`src/rtl/bkt_lvl_finder_pkg.sv`:
```
// rtl/bkt_lvl_finder_pkg.sv - shared SAT engine types for the backtrack-level finder
// Width defaults, FSM state encoding and chain findflag encoding.
package bkt_lvl_finder_pkg;

  localparam int WIDTH_LVL_DEF    = 16;
  localparam int WIDTH_BIN_ID_DEF = 10;

  typedef enum logic [2:0] {
    ST_IDLE    = 3'd0,
    ST_SEARCH  = 3'd1,
    ST_CAPTURE = 3'd2,
    ST_APPLY   = 3'd3,
    ST_DONE    = 3'd4
  } bkt_state_e;

  localparam logic [1:0] FLAG_NONE     = 2'd0;
  localparam logic [1:0] FLAG_HERE     = 2'd1;
  localparam logic [1:0] FLAG_UPSTREAM = 2'd2;

endpackage

```
`src/rtl/bkt_lvl_finder.sv`:
```
// rtl/bkt_lvl_finder.sv - find-backtrack-level / apply-backtrack initiator
// Drives the search level into the cell chain, captures the result, pulses apply, hands back.
module bkt_lvl_finder
  import bkt_lvl_finder_pkg::*;
#(
  parameter int WIDTH_LVL     = WIDTH_LVL_DEF,
  parameter int WIDTH_BIN_ID  = WIDTH_BIN_ID_DEF,
  parameter int SETTLE_CYCLES = 4
) (
  input  logic                    clk,
  input  logic                    rst,
  input  logic                    start_i,
  input  logic [WIDTH_LVL-1:0]    max_lvl_i,
  input  logic                    abort_i,
  output logic [WIDTH_LVL-1:0]    max_lvl_o,
  output logic                    apply_bkt_o,
  input  logic [1:0]              chain_flag_i,
  input  logic [WIDTH_BIN_ID-1:0] chain_bkt_bin_i,
  input  logic [WIDTH_LVL-1:0]    chain_bkt_lvl_i,
  output logic                    busy_o,
  output logic                    valid_o,
  input  logic                    ready_i,
  output logic                    unsat_o,
  output logic [WIDTH_BIN_ID-1:0] bkt_bin_o,
  output logic [WIDTH_LVL-1:0]    bkt_lvl_o,
  output logic                    err_o
);

  localparam int CNT_W = (SETTLE_CYCLES > 1) ? $clog2(SETTLE_CYCLES) : 1;
  localparam logic [CNT_W-1:0] CNT_LOAD = CNT_W'(SETTLE_CYCLES - 1);

  bkt_state_e              state_q;
  logic [CNT_W-1:0]        cnt_q;
  logic [WIDTH_LVL-1:0]    max_lvl_r_q;
  logic [WIDTH_LVL-1:0]    max_lvl_o_q;
  logic                    apply_q;
  logic                    busy_q;
  logic                    valid_q;
  logic                    unsat_q;
  logic [WIDTH_BIN_ID-1:0] bkt_bin_q;
  logic [WIDTH_LVL-1:0]    bkt_lvl_q;
  logic                    err_q;

  always_ff @(posedge clk or posedge rst) begin
    if (rst) begin
      state_q     <= ST_IDLE;
      cnt_q       <= '0;
      max_lvl_r_q <= '0;
      max_lvl_o_q <= '0;
      apply_q     <= 1'b0;
      busy_q      <= 1'b0;
      valid_q     <= 1'b0;
      unsat_q     <= 1'b0;
      bkt_bin_q   <= '0;
      bkt_lvl_q   <= '0;
      err_q       <= 1'b0;
    end else begin
      apply_q <= 1'b0;
      // Abort wins over every transition, including capture and handshake.
      if (abort_i && state_q != ST_IDLE) begin
        state_q     <= ST_IDLE;
        max_lvl_o_q <= '0;
        busy_q      <= 1'b0;
        valid_q     <= 1'b0;
      end else begin
        case (state_q)
          ST_IDLE: begin
            if (start_i) begin
              max_lvl_r_q <= max_lvl_i;
              max_lvl_o_q <= max_lvl_i;
              cnt_q       <= CNT_LOAD;
              busy_q      <= 1'b1;
              state_q     <= ST_SEARCH;
            end
          end
          ST_SEARCH: begin
            if (cnt_q == '0) state_q <= ST_CAPTURE;
            else             cnt_q   <= cnt_q - 1'b1;
          end
          ST_CAPTURE: begin
            bkt_bin_q <= chain_bkt_bin_i;
            bkt_lvl_q <= chain_bkt_lvl_i;
            if (chain_bkt_lvl_i > max_lvl_r_q) err_q <= 1'b1;
            if (chain_flag_i == FLAG_NONE) begin
              unsat_q     <= 1'b1;
              valid_q     <= 1'b1;
              max_lvl_o_q <= '0;
              state_q     <= ST_DONE;
            end else begin
              unsat_q <= 1'b0;
              apply_q <= 1'b1;
              state_q <= ST_APPLY;
            end
          end
          ST_APPLY: begin
            valid_q     <= 1'b1;
            max_lvl_o_q <= '0;
            state_q     <= ST_DONE;
          end
          ST_DONE: begin
            if (ready_i) begin
              valid_q <= 1'b0;
              busy_q  <= 1'b0;
              state_q <= ST_IDLE;
            end
          end
          default: begin
            state_q     <= ST_IDLE;
            max_lvl_o_q <= '0;
            busy_q      <= 1'b0;
            valid_q     <= 1'b0;
          end
        endcase
      end
    end
  end

  assign max_lvl_o   = max_lvl_o_q;
  assign apply_bkt_o = apply_q;
  assign busy_o      = busy_q;
  assign valid_o     = valid_q;
  assign unsat_o     = unsat_q;
  assign bkt_bin_o   = bkt_bin_q;
  assign bkt_lvl_o   = bkt_lvl_q;
  assign err_o       = err_q;

endmodule

```
`config.mk`:
```
export PLATFORM = sky130hd
export DESIGN_NAME = bkt_lvl_finder
export DESIGN_NICKNAME = d
export VERILOG_FILES = /design/src/rtl/bkt_lvl_finder_pkg.sv /design/src/rtl/bkt_lvl_finder.sv
export SDC_FILE = /design/constraint.sdc
export NUM_CORES = 1
export LEC_CHECK = 0
export CORE_MARGIN = 1
export CORE_UTILIZATION = 43
export CTS_BUF_LIST = sky130_fd_sc_hd__clkbuf_8
export DETAILED_ROUTE_END_ITERATION = 8
export PLACE_DENSITY = 0.88
export SYNTH_ARGS = -nofsm -noshare
export SYNTH_HDL_FRONTEND = slang
export SYNTH_SLANG_ARGS = --single-unit
```
`constraint.sdc`:
```
create_clock -name clk -period 2.4 [get_ports clk]
set_input_delay 0.72 -clock clk [delete_from_list [all_inputs] [get_ports clk]]
set_output_delay 0.72 -clock clk [all_outputs]
set_load 0.03 [all_outputs]
```
**Word-level counts from Yosys, hierarchy flattened**

Index checks and enable logic that the tools add are counted.

- Add/sub/neg operators: 1
- $lt $le $gt $ge: 1
- Eq/ne operators: 13
- Multiplexer cells: 24
- Bitwise operators: 1
- Reductions and logical operators: 17

Operator list:

| operator | number |
|---|---|
| $mux 16 | 3 |
| $pmux 16 s3 | 1 |
| $reduce_and 3->1 | 6 |
| $gt 16x16->1 | 1 |
| $mux 3 | 5 |
| $pmux 3 s5 | 1 |
| $ne 3x3->1 const B | 4 |
| $mux 1 | 9 |
| $eq 3x2->1 const B | 2 |
| $ne 2x1->1 const B | 3 |
| $logic_not 2->1 | 2 |
| $mux 2 | 2 |
| $ne 2x2->1 const B | 2 |
| $pmux 1 s4 | 1 |
| $pmux 2 s2 | 1 |
| $reduce_and 4->1 | 1 |
| $reduce_or 2->1 | 2 |
| $eq 3x1->1 const B | 1 |
| $eq 3x3->1 const B | 1 |
| $logic_not 3->1 | 1 |
| $pmux 1 s3 | 1 |
| $reduce_bool 3->1 | 1 |
| $reduce_or 3->1 | 1 |
| $reduce_and 2->1 | 1 |
| other kinds (4) | 4 |

- Bits in registers: 68
- Input port bits: 49

**Logic depth before layout (Yosys ltp)**

Gate-level depths: netlist of the first run.

- Word-level depth: 4
- Depth in mapped cells: 6

**Worst setup path after synthesis of the first run**

OpenSTA, ideal clock, no wires.

- Path type: input to register
- From: in chain_bkt_lvl_i[15]
- To: reg err_q (netlist: err_o)
- Arrival: 1.935 ns
- Data required time: 2.271 ns
- Setup slack: 0.335 ns
- Stages: 5
- Path buffers: 0
- Path through: ha_1 > nand4_1 > or4_1 > a21o_1 > o41a_1

- Longest elaborated chain between the ends: 2

Ends and longest elaborated chain:

| item | line | source |
|---|---|---|
| from (decl) | bkt_lvl_finder.sv:19 | `input logic [WIDTH_LVL-1:0] chain_bkt_lvl_i,` |
| $gt 16x16->1 | bkt_lvl_finder.sv:83 | `if (chain_bkt_lvl_i > max_lvl_r_q) err_q <= 1'b1;` |
| $reduce_and 3->1 (no source line) | - |  |
| to (signal assigned) | bkt_lvl_finder.sv:56 | `err_q <= 1'b0;` |
| to (signal assigned) | bkt_lvl_finder.sv:83 |  |
| to (decl) | bkt_lvl_finder.sv:42 | `logic err_q;` |

Every way passes these cells.
A chain may end at the register's enable or synchronous reset.

**Worst setup path in the final report of the first run**

Same ends and word-level chain as after synthesis.

==> impl_metrics.toml, run 1 <==
[clock_network]
cts_inserted_buffers = 9
ctsResizeCount = 0
cts_tree = "built"
clkLatencyLatePin_ns = 0.34
hold_buffers = 0
clk_pin_slew_worst_paths_ns = 0.07
cts_setup_buffers = 0
htree_levels = 3
cts.sinks = 68
clk_path_buf_depth = 2
root_buffer = "clkbuf_8"

[min_path]
hold_depth = 2
hold_class = "flop to flop"
min_to = "valid_o$_DFFE_PP0P_"
hp-start = "valid_o$_DFFE_PP0P_"

[timing]
slew_viol_final = 0
min_period_ns = 2.24
finalCritPeriodShare_pct = 93.2
setup_tns_ns = 0
hold_ws_ns = 0.501
fin_skew_ns = 0.00463
slew_headroom_pct = 54.8
setup_violations = 0
layout_setup_ws_ns = 0.163
worst_slew_pin_slew_ns = 0.678
fmax_mhz = 447
rsz0062_at_grt = "false"
hold_violations = 0

[critical_path]
worstRegToRegCells = 4
cp.required_ns = 2.68
cp-start-kind = "input pin"
cp.arrival_ns = 2.52
reg2reg_slack_ns = 0.60
crit_path_max_fanout = 3
reg2reg_from = "state_q[2]$_DFFE_PP0P_"
path_class = "input pin to flop"
reg2reg_to = "max_lvl_o[1]$_DFFE_PP0P_"
endpoint_kind = "flop"

[global_routing]
grt_overflow = 0
grt_max_degree = 69
track_usage_pct = 19.6
grt_pass1_vias = 2282
antenna_found_initial = 0
grt_pass1_wl_um = 11000

[synth]
ys_seq_elements = 68
yosysTopAreaCellShare_pct = 56.3
synthesis.nets = 314
ys_warn_count = 0
netlist_instances = 248
seq_area_frac_synth_pct = 56.3
netlist_area_um2 = 3020
synth_area_leaders = "dfrtp_1 (56%), mux2_2 (10%), ha_1 (7.0%)"
yosysTopAreaCell = "dfrtp_1"
async_flop_share_pct = 100
synth-edff-count = 0
synth.avg_cell_area_um2 = 12.2
ys_types = 33
synthFlopType = "dfrtp_1"

[routing]
drc = 0
first_pass_iters = 4
antenna_left = 0
dr_total_vias = 2253
drt_iter0_markers = 48
via_per_inst = 4.96
wl_um = 6620
post_drt_wl_per_cell_um = 14.6

[run]
maxCapViolations = 0

[layout]
drive_gt1_share_pct = 16.8
area_delta_synth_final_pct = 43.4
final_cells = 454
fill_cells = 542
fin_util_pct = 63.8
nets = 419
fin_area_um2 = 4340
antenna_cells = 0

[power]
p_leak_nw = 1.98
p_per_area_nw_per_um2 = 1070
power_mw = 4.66
peakVddDrop_v = 0.000584

[die]
initial_core_util_pct = 44.5
fp-row-count = 30
dieArea_um2 = 7370
die_height_um = 85.9
die_w_um = 85.9
core_area_um2 = 6790
num_io_pins = 96

[place]
placed_area_um2 = 4130
io_buffer_count = 95
dp_hpwl_um = 4940
gp_congestion = 0.751
dp_cells = 438
place_ws_ns = -0.163

[status]
status = "finished clean"
==> cell usage after synthesis (all sizes together), types with 2 or more instances <==
| cell type | number |
|---|---|
| a211oi | 2 |
| a21o | 3 |
| a21oi | 11 |
| a22o | 16 |
| a41oi | 2 |
| buf | 11 |
| dfrtp | 68 |
| ha | 17 |
| inv | 21 |
| mux2 | 28 |
| nand2 | 18 |
| nand3 | 2 |
| nand4 | 4 |
| nor2 | 7 |
| nor4b | 2 |
| o21ai | 22 |
| or3 | 2 |
==> worst max-delay path by stage <==
stage                        startpoint                 to  slack [ns]
floorplan           chain_bkt_lvl_i[15]  err_o$_DFFE_PP0P_        0.34
global placement    chain_bkt_lvl_i[15]  err_o$_DFFE_PP0P_       -0.12
detailed placement  chain_bkt_lvl_i[15]  err_o$_DFFE_PP0P_       -0.16
CTS                 chain_bkt_lvl_i[15]  err_o$_DFFE_PP0P_        0.20
global route        chain_bkt_lvl_i[10]  err_o$_DFFE_PP0P_        0.12
finish              chain_bkt_lvl_i[15]  err_o$_DFFE_PP0P_        0.16
==> state kept, by name, summed over array words and instances (netlist names) <==
name	cells
cnt_q	2
valid_o	1
busy_o	1
bkt_lvl_o	16
state_q	3
err_o	1
unsat_o	1
bkt_bin_o	10
max_lvl_r_q	16
max_lvl_o	16
apply_bkt_o	1
==> report_power, final <==
| part | switching [mW] | internal (mW) |
|---|---|---|
| Sequential | 0.208 | 1.52 |
| Clock | 0.433 | 0.505 |
| Combinational | 1.09 | 0.901 |
| Total | 1.73 | 2.93 |
==> final cells by class <==
cell class	instances	area [um2]	share of cell area, %
clock buffer	10	138	3.17
inverter	21	82.6	1.90
timing repair buffer	106	1060	24.4
clock inverter	6	63.8	1.47
multi-input combinational	147	1170	27.0
tap	96	120	2.77
sequential	68	1700	39.2
==> critical path, stage by stage <==
cell and delay, ns:
clkdlybuf4s50_1 0.44, ha_1 0.32, nand4_1 0.12, buf_4 0.16, or3_1 0.38, a21oi_1 0.19, o41a_1 0.17
==> metal layers <==
metal / part of all wire, % / routed length (um) / up-vias / global-route usage (%)
met3: 4.2 / 281 / 10 / 4.43
li1: - / - / 1093 / -
met4: 1.6 / 106 / 0 / 8.03
met1: 45 / 2980 / 1086 / 25.3
met2: 49 / 3250 / 64 / 31.9
met5: 0 / 0 / - / 0
==> kinds of logic (layout without fill, tap and decap cells) <==
logic type      after synthesis  after routing  synth area share [%]
simple gates                 40             40                  7.16
fa+ha+maj                    17             17                  7.03
compound gates               61             61                  13.5
buf+inv                      33            143                  5.30
mux                          29             29                  10.8
flops                        68             68                  56.3
==> cell usage in the layout (no fill, tap or decap), types with 2 or more instances in the layout <==
cell type,count
clkdlybuf4s50_1,95
dfrtp_1,68
mux2_2,28
o21ai_0,20
inv_1,20
nand2_1,18
ha_1,17
a22o_1,16
a21oi_1,11
clkbuf_8,10
buf_4,9
nor2_1,7
nand4_1,4
a21o_1,3
clkinvlp_4,3
nor4b_4,2
o21ai_2,2
nand3_1,2
a211oi_1,2
or3_1,2
a41oi_1,2
clkinv_2,2
buf_12,2
(Power assumes the default switching activity.)
==> run 2, diff against run 1 <==
Settings changed: SLEW_MARGIN set to 20.
==> results of run 2 <==
Same layout as run 1: the final DEF is identical, and so are final timing and power.
